<file path="src/rtl/pipe_hazard_ctrl.sv">
// Pipeline stall/flush controller with deferred-flush FSM, sticky stall watchdog
// and optional per-stage stall counters (enabled by defining PIPE_CTRL_PERF_EN).
module pipe_hazard_ctrl #(
  parameter int NSTAGE = 5,
  parameter int CNT_W  = 16,
  parameter int WDOG   = 1024
) (
  input  logic                    clk,
  input  logic                    rst,
  input  logic [NSTAGE-1:0]       stall_req,
  input  logic [NSTAGE-1:0]       flush_req,
  input  logic                    perf_clr,
  output logic [NSTAGE-1:0]       stall_ctrl,
  output logic [NSTAGE-1:0]       bubble_ctrl,
  output logic [NSTAGE-1:0]       flush_ctrl,
  output logic                    flush_pend,
  output logic                    stall_timeout,
  output logic [NSTAGE*CNT_W-1:0] stall_cnt
);

  localparam int IW = (NSTAGE > 1) ? $clog2(NSTAGE) : 1;
  localparam logic [0:0] ST_RUN  = 1'b0;
  localparam logic [0:0] ST_HOLD = 1'b1;
  localparam logic [CNT_W-1:0] WDOG_C = CNT_W'(WDOG);

  logic [0:0]        state_q, state_d;
  logic [IW-1:0]     pend_idx_q, pend_idx_d;
  logic [CNT_W-1:0]  wd_cnt_q, wd_cnt_d;
  logic              timeout_q, timeout_d;

  logic              stall_any, req_any, f_any, hold, defer, do_flush, do_stall;
  logic [IW-1:0]     s_idx, req_idx, f_idx;
  logic [NSTAGE-1:0] stall_c, bubble_c, flush_c;

  // Decode youngest-to-oldest requests into hold/bubble/kill controls
  always_comb begin
    stall_any = |stall_req;
    req_any   = |flush_req;
    hold      = (state_q == ST_HOLD);
    s_idx     = '0;
    req_idx   = '0;
    for (int i = 0; i < NSTAGE; i++) begin
      if (stall_req[i]) begin
        s_idx = IW'(i);
      end else begin
        s_idx = s_idx;
      end
      if (flush_req[i]) begin
        req_idx = IW'(i);
      end else begin
        req_idx = req_idx;
      end
    end

    // A lower new flush index never displaces the held one
    f_any = req_any | hold;
    f_idx = hold ? pend_idx_q : '0;
    if (req_any && (!hold || (req_idx > pend_idx_q))) begin
      f_idx = req_idx;
    end else begin
      f_idx = f_idx;
    end

    defer    = f_any && stall_any && (s_idx > f_idx);
    do_flush = f_any && !defer;
    do_stall = stall_any && !do_flush;

    for (int k = 0; k < NSTAGE; k++) begin
      stall_c[k]  = do_stall && (k <= int'(s_idx));
      bubble_c[k] = do_stall && (k > 0) && ((k - 1) == int'(s_idx));
      flush_c[k]  = do_flush && (k < int'(f_idx));
    end

    state_d    = defer ? ST_HOLD : ST_RUN;
    pend_idx_d = defer ? f_idx : '0;

    if (|stall_c) begin
      wd_cnt_d = (wd_cnt_q == WDOG_C) ? wd_cnt_q : wd_cnt_q + 1'b1;
    end else begin
      wd_cnt_d = '0;
    end
    timeout_d = timeout_q | (wd_cnt_d == WDOG_C);
  end

  // Control state and watchdog registers
  always_ff @(posedge clk) begin
    if (rst) begin
      state_q    <= ST_RUN;
      pend_idx_q <= '0;
      wd_cnt_q   <= '0;
      timeout_q  <= 1'b0;
    end else begin
      state_q    <= state_d;
      pend_idx_q <= pend_idx_d;
      wd_cnt_q   <= wd_cnt_d;
      timeout_q  <= timeout_d;
    end
  end

  assign stall_ctrl    = rst ? '0 : stall_c;
  assign bubble_ctrl   = rst ? '0 : bubble_c;
  assign flush_ctrl    = rst ? '0 : flush_c;
  assign flush_pend    = rst ? 1'b0 : (state_q == ST_HOLD);
  assign stall_timeout = rst ? 1'b0 : timeout_q;

`ifdef PIPE_CTRL_PERF_EN
  logic [NSTAGE-1:0][CNT_W-1:0] cnt_q, cnt_d;

  // Saturating per-stage stall counters; clear wins over increment
  always_comb begin
    for (int k = 0; k < NSTAGE; k++) begin
      if (perf_clr) begin
        cnt_d[k] = '0;
      end else if (stall_c[k] && (cnt_q[k] != {CNT_W{1'b1}})) begin
        cnt_d[k] = cnt_q[k] + 1'b1;
      end else begin
        cnt_d[k] = cnt_q[k];
      end
    end
  end

  // Counter registers
  always_ff @(posedge clk) begin
    if (rst) begin
      cnt_q <= '0;
    end else begin
      cnt_q <= cnt_d;
    end
  end

  assign stall_cnt = rst ? '0 : cnt_q;
`else
  logic perf_clr_unused;
  assign perf_clr_unused = perf_clr;
  assign stall_cnt       = '0;
`endif

endmodule

</file>
<file path="config.mk">
export PLATFORM = sky130hd
export DESIGN_NAME = pipe_hazard_ctrl
export DESIGN_NICKNAME = d
export VERILOG_FILES = /design/src/rtl/pipe_hazard_ctrl.sv
export SDC_FILE = /design/constraint.sdc
export NUM_CORES = 1
export LEC_CHECK = 0
export ABC_AREA = 1
export CAP_MARGIN = 5
export CORE_UTILIZATION = 30
export CTS_BUF_LIST = sky130_fd_sc_hd__clkbuf_4
export CTS_CLUSTER_SIZE = 12
export DETAILED_ROUTE_END_ITERATION = 10
export GPL_TIMING_DRIVEN = 0
export PLACE_DENSITY = 0.66
export RECOVER_POWER = 50
export SYNTH_ARGS = -nofsm -noshare
export SYNTH_HDL_FRONTEND = slang
export SYNTH_SLANG_ARGS = --single-unit
</file>
<file path="constraint.sdc">
create_clock -name clk -period 4.75 [get_ports clk]
set_input_delay 1.1875 -clock clk [delete_from_list [all_inputs] [get_ports clk]]
set_output_delay 1.1875 -clock clk [all_outputs]
set_load 0.02 [all_outputs]
</file>
Yosys cells after proc, flatten, opt, wreduce, memory -nomap -nowiden. Index checks and enable logic that the tools add are counted.

Add/sub/neg operators: 1. $lt $le $gt $ge: 11. Equality and inequality tests: 5. Muxes and demuxes: 18. Bitwise gates (word level): 3. Reduce and logical (&&, ||, !) cells: 27.

Operators by type and width (count): 16-bit by 11-bit equality test with 1-bit output, second input constant (2); 16-bit two-way mux (2); 1-bit logical AND (18); 16-bit by 1-bit adder with 16-bit output, second input constant (1); 5-bit two-way mux (3); 5-bit OR reduction (3); 3-bit two-way mux (4); 2-bit two-way mux (4); 3-bit equality test, first input constant (2); 3-bit greater-than comparator (2); 2-bit by 3-bit less-or-equal comparator with 1-bit output, first input constant (2); 1-bit by 3-bit < comparator with 1-bit output, first input constant (2); 2-bit by 3-bit < comparator with 1-bit output, first input constant (2); 1-bit two-way mux (5); 2-bit by 3-bit equality test with 1-bit output, first input constant (1); 1-bit by 3-bit less-or-equal comparator with 1-bit output, first input constant (1); 3-bit less-or-equal comparator, first input constant (1); 1-bit logical NOT (3); 3-bit logical NOT (1); 3-bit < comparator, first input constant (1); 1-bit OR (2); 2-bit OR reduction (1); 1-bit logical OR (1); 1-bit inverter (1).

Register bits after elaboration: 21. Bits of input ports: 13. Output and inout bits: 97. Word-level logic and storage cells: 69.

Depth between registers and ports, before layout.
Depth after elaboration: 19. Depth in mapped cells: 23. Mapped depth without buffers: 22.

Least setup slack after synthesis. No wires, ideal clock.

Path type: input port to output port. From: input port flush_req[2]. To: output port bubble_ctrl[1]. Data arrival time: 3728 ps. Required time: 3563 ps. Slack: -166 ps. Stages on the path: 19. Cell sequence: inv_1 nand2_1 a21oi_1 inv_1 ha_1 nand4_1 nand2_1 nand2_2 nand2_2 o21ai_0 inv_1 ha_1 or3_1 nand3_2 nand2_4 nand2_8 nand2_8 buf_6 nor2_2.

Longest elaborated chain between the ends: 15.

Ends and longest elaborated chain: start: declaration (line 11) `input logic [NSTAGE-1:0] flush_req,`; 2-bit two-way mux (2 in series) (line 48) `if (flush_req[i]) begin`; 3-bit two-way mux (line 48); 3-bit greater-than comparator (line 58) `if (req_any && (!hold || (req_idx > pend_idx_q))) begin`; 1-bit logical OR (line 58); 1-bit logical AND (line 58); 3-bit two-way mux (*) (line 58); net f_idx[0] (line 32) `logic [IW-1:0] s_idx, req_idx, f_idx;`; 3-bit greater-than comparator (*) (line 64) `defer = f_any && stall_any && (s_idx > f_idx);`; 1-bit logical AND (*) (line 64); 1-bit logical NOT (*) (line 65) `do_flush = f_any && !defer;`; 1-bit logical AND (*) (line 65); 1-bit logical NOT (*) (line 66) `do_stall = stall_any && !do_flush;`; 1-bit logical AND (*) (line 66); 1-bit logical AND (*) (line 70) `bubble_c[k] = do_stall && (k > 0) && ((k - 1) == int'(s_idx));`; 5-bit two-way mux (*) (line 101) `assign bubble_ctrl = rst ? '0 : bubble_c;`; end: declaration (line 14) `output logic [NSTAGE-1:0] bubble_ctrl,`.

Mark *: on every way through the listed nets, which the timed path passes. The rest lies on a longest branch.

Worst setup path in the final report.
From: input port flush_req[2]. To: output port stall_ctrl[3].

Longest elaborated chain between the ends: 15.

Ends and longest elaborated chain: 2-bit two-way mux (2 in series) (line 48); 3-bit two-way mux (line 48); 3-bit greater-than comparator (line 58); 1-bit logical OR (line 58); 1-bit logical AND (line 58); 3-bit two-way mux (*) (line 58); net f_idx[0] (line 32); 3-bit greater-than comparator (*) (line 64); 1-bit logical AND (*) (line 64); 1-bit logical NOT (*) (line 65); 1-bit logical AND (*) (line 65); 1-bit logical NOT (*) (line 66); 1-bit logical AND (*) (line 66); 1-bit logical AND (*) (line 69) `stall_c[k] = do_stall && (k <= int'(s_idx));`; 5-bit two-way mux (*) (line 100) `assign stall_ctrl = rst ? '0 : stall_c;`; end: declaration (line 13) `output logic [NSTAGE-1:0] stall_ctrl,`.

Marked as above.

==> flow_metrics.tcl <==
set metrics [dict create \
    outcome "finished, violations left" \
    violations "setup timing" \
    fin_util_pct 45.3 \
    drtPass1Iterations 4 \
    cp_data_arrival_time_ps 3660 \
    cts_root_buf "clkbuf_4" \
    clock_path_buffers 2 \
    grt_pass1_wl_mm 7.00 \
    finish.net_count 460 \
    clkTransAtPathRegs_ps 110 \
    drc 0 \
    clock-sinks 21 \
    initial_utilization_pct 31.4 \
    die_x_um 86.8 \
    syn_area_per_cell_um2 6.80 \
    synth.cell_area_um2 2160 \
    power_density_nw_per_um2 197 \
    synthAdderAreaFrac_pct 2.90 \
    critPathBufInv 5 \
    cp_cell_sequence "buf_8, inv_4, nand2_4, a21oi_4, inv_2, ha_4, nand4_1, nand2_1, nand2_2, nand2_4, o21ai_4, o21ai_4, inv_2, ha_4, or3_4, nand3_4, nand2_4, nand2_8, nand2_8, nor2_4, buf_6" \
    n_antenna_cell 0 \
    synthCells 317 \
    gp_congestion 0.877 \
    hold_path_end "timeout_q" \
    worstSetupPathType "primary input to output pin" \
    drive_above_1_share_pct 36.7 \
    synthToLayoutAreaGrowth_pct 44.4 \
    wl_mm 4.45 \
    cp.depth 21 \
    cp_common_cell "nand2_4" \
    yosys-top-cells-area "buf_4 (28%), dfxtp_1 (20%), inv_1 (8.0%), nand2_1 (5.7%), nor2_1 (5.7%)" \
    power_frac_comb_pct 54.4 \
    yosys.area.top_type_share_pct 28.2 \
    swShare_pct 40.6 \
    grt_max_degree 12 \
    startpoint_type "primary input" \
    die_h_um 86.8 \
    synth_xor_area_share_pct 5.28 \
    clk_latency_ps 300 \
    cp_max_fo 7 \
    cp_slowest_cell "or3_4" \
    switching_power_uw 248 \
    highest_layer "met4" \
    yosys_warnings 0 \
    wl_met2_mm 2.34 \
    synthMuxAreaShare_pct 0 \
    cap_violations 0 \
    rows 30 \
    setup_viol 12 \
    cts_tree "built" \
    placed_cells 520 \
    vias 1979 \
    synth_top_area_cell "buf_4" \
    grt_antenna_before_repair 0 \
    min_from "timeout_q" \
    wl_met3_um 314 \
    ys_seq_area_share_pct 19.5 \
    hold_depth 2 \
    finalMaxSlewViolations 0 \
    report.final.hold_viol_count 0 \
    seqPwrFrac_pct 30.6 \
    synth_flop_cell "dfxtp_1" \
    htreeDepth 1 \
    synth_seq_cells 21 \
    worstPathRequired_ps 3560 \
    grt_pass1_vias 1641 \
    fin_crit_ps 4840 \
    synth_top_family_by_area "buffers and inverters" \
    overflow 0 \
    wl_met1_mm 1.77 \
    p_clk_share_pct 15.0 \
    internal-power_uw 363 \
    crit_family "simple AND/OR/NAND/NOR gates" \
    die_area_um2 7530 \
    cp-end-kind "output pin" \
    place_ws_ps -1230 \
    fin_cells 537 \
    synthArstFlopShare_pct 0 \
    drtIter0Drc 88 \
    clock_skew_ps 6.24 \
    synth_cell_type_count 26 \
    r2r-end "wd_cnt_q[13]" \
    peakVddDrop_uv 83.5 \
    reg2reg_slack_ps 1880 \
    grt_usage_pct 11.3 \
    wl_per_cell_um 8.29 \
    min_path_type "flip-flop to flip-flop" \
    core_um2 6870 \
    max_stage_delay_ps 370 \
    max_freq_mhz 206 \
    p_leak_uw 0.00167 \
    rsz0062_at_grt "true" \
    io_pins 110 \
    setup_ws_ps -94.1 \
    ant_nets 0 \
    synth-edff-count 0 \
    portBuffers 27 \
    ff2ff_path_depth 21 \
    synthSimpleGateAreaFrac_pct 32.1 \
    viasPerCell 3.69 \
    r2r_start "pend_idx_q[2]" \
    dpl.hpwl_mm 3.60 \
    synth_compound_area_share_pct 2.44 \
    holdBufCountCts 0 \
    post-route-period-util_pct 102 \
    cts_made_buffers 3 \
]
-- through the flow --
| stage | instance area (um2) | total power [uW] | setup TNS, ps | hold WS [ps] |
|---|---|---|---|---|
| floorplan | 2550 | 424 | 0 | 421 |
| global placement | 2940 | 477 | -14700 | 435 |
| detailed placement | 2940 | 480 | -15340 | 446 |
| CTS | 2990 | 579 | -858 | 474 |
| global route | 3110 | 651 | -2490 | 512 |
| finish | 3110 | 612 | -765 | 468 |
-- registers in the layout (all words and copies together), names as in the netlist --
signal	count
hold	1
pend_idx_q	3
timeout_q	1
wd_cnt_q	16
-- cells in the final DEF (no fill, tap or decap) --
master / synthesis / routed
clkbuf_1: 1 / 1
ha_1: 5 / 3
clkdlybuf4s50_1: 0 / 9
buf_6: 2 / 11
a21oi_4: 0 / 1
and2_1: 1 / 1
nor3_4: 0 / 2
or3_4: 0 / 1
or2_2: 1 / 1
nand2_8: 2 / 2
xor2_1: 13 / 13
inv_4: 0 / 1
nor2_2: 19 / 12
inv_2: 1 / 6
nand2_2: 2 / 1
nand3_1: 21 / 21
ha_4: 0 / 2
dfxtp_1: 21 / 21
buf_2: 0 / 5
nor2_4: 0 / 8
o21a_1: 1 / 1
nand4_1: 14 / 14
a21oi_1: 2 / 1
nor3_1: 6 / 4
nor2_1: 33 / 32
o21ai_0: 7 / 5
inv_1: 46 / 40
nor3_2: 1 / 1
o21ai_4: 0 / 2
nand3_4: 0 / 1
nand2_1: 33 / 32
buf_8: 0 / 1
nand2_4: 1 / 4
conb_1: 1 / 81
clkbuf_4: 0 / 4
buf_4: 81 / 96
-- timing repair --
item                       4_1_cts  5_1_grt
setup endpoints to repair       14       14
setup buffers                    6        7
gates resized for setup         98       18
gates cloned                     1        0
pin swaps                       13       16
-- metal layers --
metal | track usage, % | up-vias
li1 | - | 1066
met1 | 12.4 | 839
met2 | 22.4 | 70
met3 | 2.10 | 4
met4 | 2.27 | 0
met5 | 0 | -
-- area by class of cell --
type	instances	area (um2)
fillers	715	3760
multi-input cells	246	1390
plain buffers	83	623
flip-flops and latches	21	420
repair buffers	40	355
inverters	47	179
well taps	96	120
clock buffers	4	30.0
-- worst max-delay path by stage --
stage,startpoint,endpoint
floorplan,flush_req[2],bubble_ctrl[1]
global placement,flush_req[2],bubble_ctrl[1]
detailed placement,flush_req[1],bubble_ctrl[1]
CTS,flush_req[2],bubble_ctrl[1]
global route,flush_req[2],stall_ctrl[2]
finish,flush_req[2],stall_ctrl[3]
-- power by group through the flow --
| stage | combinational, uW | sequential [uW] | clock (uW) |
|---|---|---|---|
| final | 333 | 187 | 91.6 |
| after global routing | 361 | 188 | 102 |
| after CTS | 297 | 187 | 94.7 |
| after detailed placement | 289 | 191 | 0 |
| after global placement | 287 | 191 | 0 |
| after floorplan | 235 | 190 | 0 |
-- synth_stat cells, drive strengths merged (2+ instances only) --
master,instances
dfxtp,21
nand4,14
nor2,52
o21ai,7
buf,83
nor3,7
nand3,22
a21oi,2
inv,47
xor2,13
ha,5
nand2,38
-- tightest hold or removal path: stages, from the launching register on --
cell and delay, ps:
dfxtp_1 320, nand2_1 60, nand2_1 60
-- cells by family (layout without fill, tap and decap cells) --
logic type,after synthesis,count (layout)
AO/OA/AOI/OAI,10,10
XOR/XNOR,13,13
adder cells (fa/ha/maj),5,5
buffers and inverters,131,174
flip-flops,21,21
other,1,81
AND/OR/NAND/NOR,136,137
(Power assumes the default switching activity.)
